<file path="src/rtl/vec_elem_seq.sv">
`default_nettype none
// ============================================================================
// Module   : vec_elem_seq
// Brief    : Splits a vector op into per-element micro-ops (VLEN=64) and holds
//            the vl/vtype CSRs. Optional counter: define VSEQ_PERF_CNT_EN.
// Revision : 1.0 - initial release
// ============================================================================
module vec_elem_seq (
    input  logic        clk,
    input  logic        rst_n,
    input  logic        cfg_wen,
    input  logic [6:0]  cfg_vl,
    input  logic [6:0]  cfg_vtype,
    input  logic        op_valid,
    output logic        op_ready,
    input  logic [4:0]  op_vd,
    output logic        el_valid,
    input  logic        el_ready,
    output logic [6:0]  el_idx,
    output logic [2:0]  el_sew,
    output logic [4:0]  el_vreg,
    output logic [2:0]  el_boff,
    output logic        el_last,
    output logic        op_done,
    output logic        op_illegal,
    output logic [6:0]  csr_vl,
    output logic [6:0]  csr_vtype,
    output logic [15:0] perf_elem_cnt
);

    typedef enum logic [1:0] {
        IDLE = 2'd0,
        RUN  = 2'd1,
        DONE = 2'd2
    } state_t;

    state_t      state;
    state_t      state_nxt;
    logic [6:0]  idx;
    logic [4:0]  lat_vd;
    logic [2:0]  lat_sew;
    logic [6:0]  lat_vl;
    logic        illegal;
    logic        pend_valid;
    logic [6:0]  pend_vl;
    logic [6:0]  pend_vtype;
    logic [6:0]  vreg_off;
    logic        el_hs;

    assign el_hs = el_valid && el_ready;

    always_ff @(posedge clk or negedge rst_n) begin
        if (!rst_n) state <= IDLE;
        else        state <= state_nxt;
    end

    always_comb begin
        state_nxt = state;
        op_ready  = 1'b0;
        el_valid  = 1'b0;
        op_done   = 1'b0;
        case (state)
            IDLE: begin
                op_ready = 1'b1;
                if (op_valid)
                    state_nxt = (csr_vtype[6] && (csr_vl != 7'd0)) ? RUN : DONE;
            end
            RUN: begin
                el_valid = 1'b1;
                if (el_ready && el_last) state_nxt = DONE;
            end
            DONE: begin
                op_done   = 1'b1;
                state_nxt = IDLE;
            end
            default: state_nxt = IDLE;
        endcase
    end

    assign op_illegal = op_done && illegal;

    // vl is latched with the op so a cfg write accepted on the same edge as
    // the op cannot move the final element.
    always_ff @(posedge clk or negedge rst_n) begin
        if (!rst_n) begin
            idx     <= 7'd0;
            lat_vd  <= 5'd0;
            lat_sew <= 3'd0;
            lat_vl  <= 7'd0;
            illegal <= 1'b0;
        end else if (state == IDLE && op_valid) begin
            idx     <= 7'd0;
            lat_vd  <= op_vd;
            lat_sew <= csr_vtype[5:3];
            lat_vl  <= csr_vl;
            illegal <= !csr_vtype[6];
        end else if (state == RUN && el_hs && !el_last) begin
            idx <= idx + 7'd1;
        end
    end

    // Writes outside IDLE park in a one-deep buffer, released on the DONE->IDLE edge.
    always_ff @(posedge clk or negedge rst_n) begin
        if (!rst_n) begin
            csr_vl     <= 7'd0;
            csr_vtype  <= 7'd0;
            pend_valid <= 1'b0;
            pend_vl    <= 7'd0;
            pend_vtype <= 7'd0;
        end else if (state == IDLE) begin
            if (cfg_wen) begin
                csr_vl    <= cfg_vl;
                csr_vtype <= cfg_vtype;
            end
        end else if (state == DONE) begin
            if (cfg_wen) begin
                csr_vl    <= cfg_vl;
                csr_vtype <= cfg_vtype;
            end else if (pend_valid) begin
                csr_vl    <= pend_vl;
                csr_vtype <= pend_vtype;
            end
            pend_valid <= 1'b0;
        end else if (cfg_wen) begin
            pend_valid <= 1'b1;
            pend_vl    <= cfg_vl;
            pend_vtype <= cfg_vtype;
        end
    end

    always_comb begin
        vreg_off = idx;
        el_boff  = 3'd0;
        case (lat_sew)
            3'd0: begin vreg_off = idx >> 3; el_boff = idx[2:0];         end
            3'd1: begin vreg_off = idx >> 2; el_boff = {idx[1:0], 1'b0}; end
            3'd2: begin vreg_off = idx >> 1; el_boff = {idx[0], 2'b00};  end
            default: begin vreg_off = idx;   el_boff = 3'd0;             end
        endcase
    end

    assign el_vreg = lat_vd + vreg_off[4:0];
    assign el_idx  = idx;
    assign el_sew  = lat_sew;
    assign el_last = (idx == (lat_vl - 7'd1));

`ifdef VSEQ_PERF_CNT_EN
    logic [15:0] perf_cnt;

    always_ff @(posedge clk or negedge rst_n) begin
        if (!rst_n)     perf_cnt <= 16'd0;
        else if (el_hs) perf_cnt <= perf_cnt + 16'd1;
    end

    assign perf_elem_cnt = perf_cnt;
`else
    assign perf_elem_cnt = 16'd0;
`endif

endmodule
`default_nettype wire

</file>
<file path="config.mk">
export PLATFORM = sky130hd
export DESIGN_NAME = vec_elem_seq
export DESIGN_NICKNAME = d
export VERILOG_FILES = /design/src/rtl/vec_elem_seq.sv
export SDC_FILE = /design/constraint.sdc
export NUM_CORES = 1
export LEC_CHECK = 0
export ABC_AREA = 1
export BUFFER_PORTS_ARGS = -buffer_cell sky130_fd_sc_hd__buf_4
export CAP_MARGIN = 20
export CORE_UTILIZATION = 40
export DETAILED_ROUTE_END_ITERATION = 12
export HOLD_SLACK_MARGIN = 0.1
export PLACE_DENSITY = 0.73
export SLEW_MARGIN = 40
export SYNTH_ARGS = -nofsm -noshare
export SYNTH_HDL_FRONTEND = slang
export SYNTH_SLANG_ARGS = --single-unit
</file>
<file path="constraint.sdc">
create_clock -name clk -period 6.1 [get_ports clk]
set_clock_uncertainty 0.2 [all_clocks]
set_input_delay 0.61 -clock clk [delete_from_list [all_inputs] [get_ports clk]]
set_output_delay 0.61 -clock clk [all_outputs]
set_load 0.02 [all_outputs]
</file>
Word level (Yosys, flattened, before mapping)
Index checks and enable logic that the tools add are counted.
{"block": "totals", "input_bits": 24, "output_inout_bits": 53, "word_cells": 67, "reg_bits": 54}
{"block": "op_classes", "n_reduce_logical": 19, "n_eq_ne": 9, "bitwise_logic": 2, "muxes": 23, "add_sub_neg": 3}
{"op": "$mux W7", "n": 12}
{"op": "$pmux W5 S3", "n": 1}
{"op": "$pmux W3 S3", "n": 1}
{"op": "$add A7 B1 Y7 const B", "n": 1}
{"op": "$eq A7 B7 Y1", "n": 1}
{"op": "$logic_and A1 B1 Y1", "n": 7}
{"op": "$reduce_bool A7 Y1", "n": 1}
{"op": "$sub A7 B1 Y7 const B", "n": 1}
{"op": "$mux W2", "n": 3}
{"op": "$ne A2 B2 Y1 const B", "n": 3}
{"op": "$reduce_and A3 Y1", "n": 2}
{"op": "$reduce_bool A2 Y1", "n": 3}
{"op": "$add A5 B5 Y5", "n": 1}
{"op": "$mux W1", "n": 5}
{"op": "$pmux W2 S2", "n": 1}
{"op": "$reduce_and A2 Y1", "n": 2}
{"op": "$eq A3 B1 Y1 const B", "n": 1}
{"op": "$eq A3 B2 Y1 const B", "n": 1}
{"op": "$logic_not A3 Y1", "n": 1}
{"op": "$ne A3 B3 Y1 const B", "n": 1}
{"op": "$eq A2 B1 Y1 const B", "n": 1}
{"op": "$eq A2 B2 Y1 const B", "n": 1}
{"op": "$logic_not A1 Y1", "n": 2}
{"op": "$logic_not A2 Y1", "n": 1}
{"op": "$not A1 Y1", "n": 2}

Longest topological paths before layout
{"block": "logic_depth", "word_depth": 7, "depth_mapped": 13, "mapped_depth_nobuf": 12}

Worst setup path after synthesis
No wires, ideal clock.
{"block": "synth_path", "path_type": "reg2out", "start": "register lat_sew[0], in the netlist el_sew[0]", "end": "output port el_vreg[4]", "stages_incl_launch_ff": 13, "required_ns": 5.290, "setup_slack_ns": 2.813, "path_buffers": 1, "t_arrival_ns": 2.477, "path_cell_list": "dfrtp_1 > buf_6 > nor2_1 > nor2_1 > inv_1 > o21ai_0 > inv_1 > ha_1 > fa_1 > nand3_1 > nand2_1 > xor2_1 > xor2_1"}
{"block": "synth_between", "elab_chain_cells": 3, "elab_cells_between_ends": 5, "classes_between": "add/sub (1); eq/ne (2); mux (1); reduce/logical (1)"}
{"element": "from (decl)", "line_no": "41", "rtl": "logic [2:0] lat_sew;"}
{"element": "from (signal assigned)", "line_no": "94", "rtl": "lat_sew <= csr_vtype[5:3];"}
{"element": "$eq A3 B2 Y1, or another cell as far along", "line_no": "134", "rtl": "case (lat_sew)"}
{"element": "$pmux W5 S3 (*)", "line_no": "134"}
{"element": "$add A5 B5 Y5 (*)", "line_no": "142", "rtl": "assign el_vreg = lat_vd + vreg_off[4:0];"}
{"element": "to (decl)", "line_no": "21", "rtl": "output logic [4:0] el_vreg,"}
Every way passes the cells marked *; elsewhere a longest branch is shown, timed or not.

Worst setup path in the final report
Ends and elaborated chain as after synthesis.

==> reports/qor.yml <==
yosys:
  yosys.area_share.adder: 0.0305
  synth_cell_types: 34
  netlist_instances: 401
  synth_top_family_by_area: "simple AND/OR/NAND/NOR gates"
  synthTopCellsByArea: "dfrtp_1 (43%), nand2_1 (12%), o21ai_0 (7.4%)"
  synthSimpleGateAreaFrac: 0.213
  seq_area_frac_synth: 0.433
  yosysTopAreaCellShare: 0.433
  synth-seq-cells: 54
  synth_xor_area_frac: 0.0309
  synth_edf_count: 0
  syn_area_um2: 3120
  ys_warn_count: 0
  avgSynthCellArea_um2: 7.78
  synth_top_area_cell: "dfrtp_1"
  async_flop_share: 1.00
  synth.area.mux_share: 0
  synthFlopType: "dfrtp_1"
  synth_compound_area_frac: 0.154
timing:
  worst_slew_pin_slew_ps: 768
  rsz0062_at_grt: "no"
  setup_tns_ps: 0
  drv_slew: 0
  fmax_ghz: 0.273
  hold_viol: 0
  period_needed_ps: 3660
  timing.hold.ws_ps: 136
  finalCritPeriodShare: 0.600
  maxSlewHeadroom: 0.487
  setup_viol: 0
floorplan:
  core_um2: 7410
  rows: 31
  start_util: 0.421
  die_w_um: 90.3
  die-area_um2: 8160
  io_pins: 77
  die_h_um: 90.3
power_and_ir_drop:
  switching_share: 0.465
  peakVddDrop_mv: 0.261
  power.leakage_nw: 1.99
  power_density_nw_per_um2: 523
  combPwrFrac: 0.534
  intPower_mw: 1.03
  p_sw_mw: 0.896
  seqPwrFrac: 0.337
  clock_power_share: 0.129
cells_and_area:
  final_cells: 552
  fin_util: 0.497
  nFillCells: 757
  n_antenna_cell: 0
  fin_area_um2: 3680
  multi_input_area_um2: 1410
  synthToLayoutAreaGrowth_pct: 18.0
  drive_above_1_share: 0.179
  final_nets: 483
  seqCellArea_um2: 1350
placed_design:
  dp_hpwl_mm: 4.97
  gp_congestion: 0.811
  place_area_um2: 3570
  numPortBuffers: 60
  place_inst: 544
cts:
  ctsHoldBuffers: 0
  cts_resized: 0
  clk_pin_slew_ps: 100
  cts_tree: "done"
  post-cts-setup-buffer-count: 0
  cts_max_level: 2
  cts.sinks: 54
  clk_latency_ps: 310
  cts_buffers: 5
  root_buffer: "clkbuf_8"
  max-clock-path-buffers: 2
drt:
  drtIter0Drc: 153
  routed_wl_mm: 6.69
  drtPass1Iterations: 4
  num_vias: 2658
  drc_errors: 0
  ant_nets: 0
  via_per_inst: 4.82
  wl_per_cell_um: 12.1
grt:
  grt_pass1_wl_mm: 11.6
  grt_pass1_vias: 2490
  grt_max_degree: 55
  overflow: 0
  grt_usage: 0.171
  antenna_found_initial: 0
setup_path:
  critPathArrivalTime_ps: 2850
  r2r-start: "lat_vl[0]$_DFFE_PN0P_"
  crit_start: "el_sew[0]$_DFFE_PN0P_"
  cp-start-kind: "register"
  cp-endpoint: "el_vreg[4]"
  path_class: "reg -> out"
  critPathRequiredTime_ps: 5290
  worst_r2r_endpoint: "state[0]$_DFFE_PN0P_"
  r2r_setup_slack_ps: 4100
  crit_path_end_kind: "output pin"
  path_max_fanout: 9
  reg2reg_depth: 10
outcome:
  status: "complete, no violations"
hold_path:
  hold_path_class: "in -> async"
flow_run:
  drv_cap: 0
[synthesized netlist by cell type (2+ instances only)]
cell type	n
o211ai_1	18
nand2_2	3
buf_2	6
nand4_1	7
o21ai_2	2
nor2_2	2
xor2_1	10
nand2_1	103
buf_6	2
nand3_1	21
ha_1	6
clkbuf_1	5
inv_1	58
o21ai_0	46
a21oi_1	7
nor2_1	15
buf_4	17
dfrtp_1	54
nor3_1	3
clkbuf_2	2
[power groups by stage]
stage               combinational, mW  clock (mW)  sequential, mW
finish                           1.03       0.248           0.649
CTS                              1.04       0.257           0.649
detailed placement               1.03           0           0.656
floorplan                       0.663           0           0.686
global placement                 1.01           0           0.643
global route                     1.16       0.269           0.669
[worst max-delay path, stage by stage (launching register included)]
cell,delay (ps)
dfrtp_1,510
nor2_1,110
nor2_1,330
inv_1,130
o21ai_0,160
inv_1,60
ha_1,210
fa_1,410
nand3_1,90
nand2_1,60
xor2_1,150
xor2_1,160
buf_4,170
[how the worst min path moves through the flow]
| stage | end | cells after the start |
|---|---|---|
| 2_1_floorplan | csr_vl[0]$_DFFE_PN0P_ | 0 |
| 3_3_place_gp | illegal$_DFFE_PN0P_ | 2 |
| 3_5_place_dp | pend_vl[6]$_DFFE_PN0P_ | 2 |
| 4_1_cts | lat_vd[1]$_DFFE_PN0P_ | 1 |
| 5_1_grt | lat_vd[2]$_DFFE_PN0P_ | 1 |
| 6_report | lat_vd[1]$_DFFE_PN0P_ | 1 |
[layer usage]
layer	track usage	share of wire	wire, µm
met5	0	0	0
met4	0.0349	0.0043	29
met3	0.0345	0.058	391
met2	0.290	0.47	3150
met1	0.226	0.47	3120
[kinds of logic after synthesis]
family                   Yosys count
AND/OR/NAND/NOR                  157
other                              1
XOR/XNOR                          11
buffers and inverters             91
AO/OA/AOI/OAI                     80
flip-flops                        54
adder cells (fa/ha/maj)            7
[stage by stage]
stage / total power [mW] / setup WS (ps)
floorplan: 1.35 / 2810
global placement: 1.65 / 2900
detailed placement: 1.69 / 2800
CTS: 1.94 / 2440
global route: 2.10 / 2200
finish: 1.93 / 2440
[cell usage in the layout (no fill, tap or decap), types with 2 or more instances in the layout]
master    count
buf_4        61
nand2_2       3
o21ai_0      46
nand2_1     103
nand3_1      21
ha_1          6
nor3_1        3
nor2_1       15
dfrtp_1      54
o211ai_1     18
nand4_1       7
nor2_2        2
o21ai_4       2
inv_1        58
a21oi_1       7
xor2_1       10
conb_1       16
clkbuf_8      5
[flip-flops by register name, summed over array words and instances, names as in the netlist, 2 cells and up]
name,count
state,2
el_idx,7
lat_vd,5
pend_vl,7
pend_vtype,7
csr_vl,7
lat_vl,7
csr_vtype,7
el_sew,3
[final cells by class]
type | count | area share
Clock buffer | 5 | 0.0187
Clock inverter | 3 | 0.0129
Timing Repair Buffer | 61 | 0.124
Inverter | 59 | 0.0601
Multi-Input combinational cell | 271 | 0.383
Tap cell | 99 | 0.0336
Sequential cell | 54 | 0.367
Note: power is estimated with default switching activity, not from simulation.
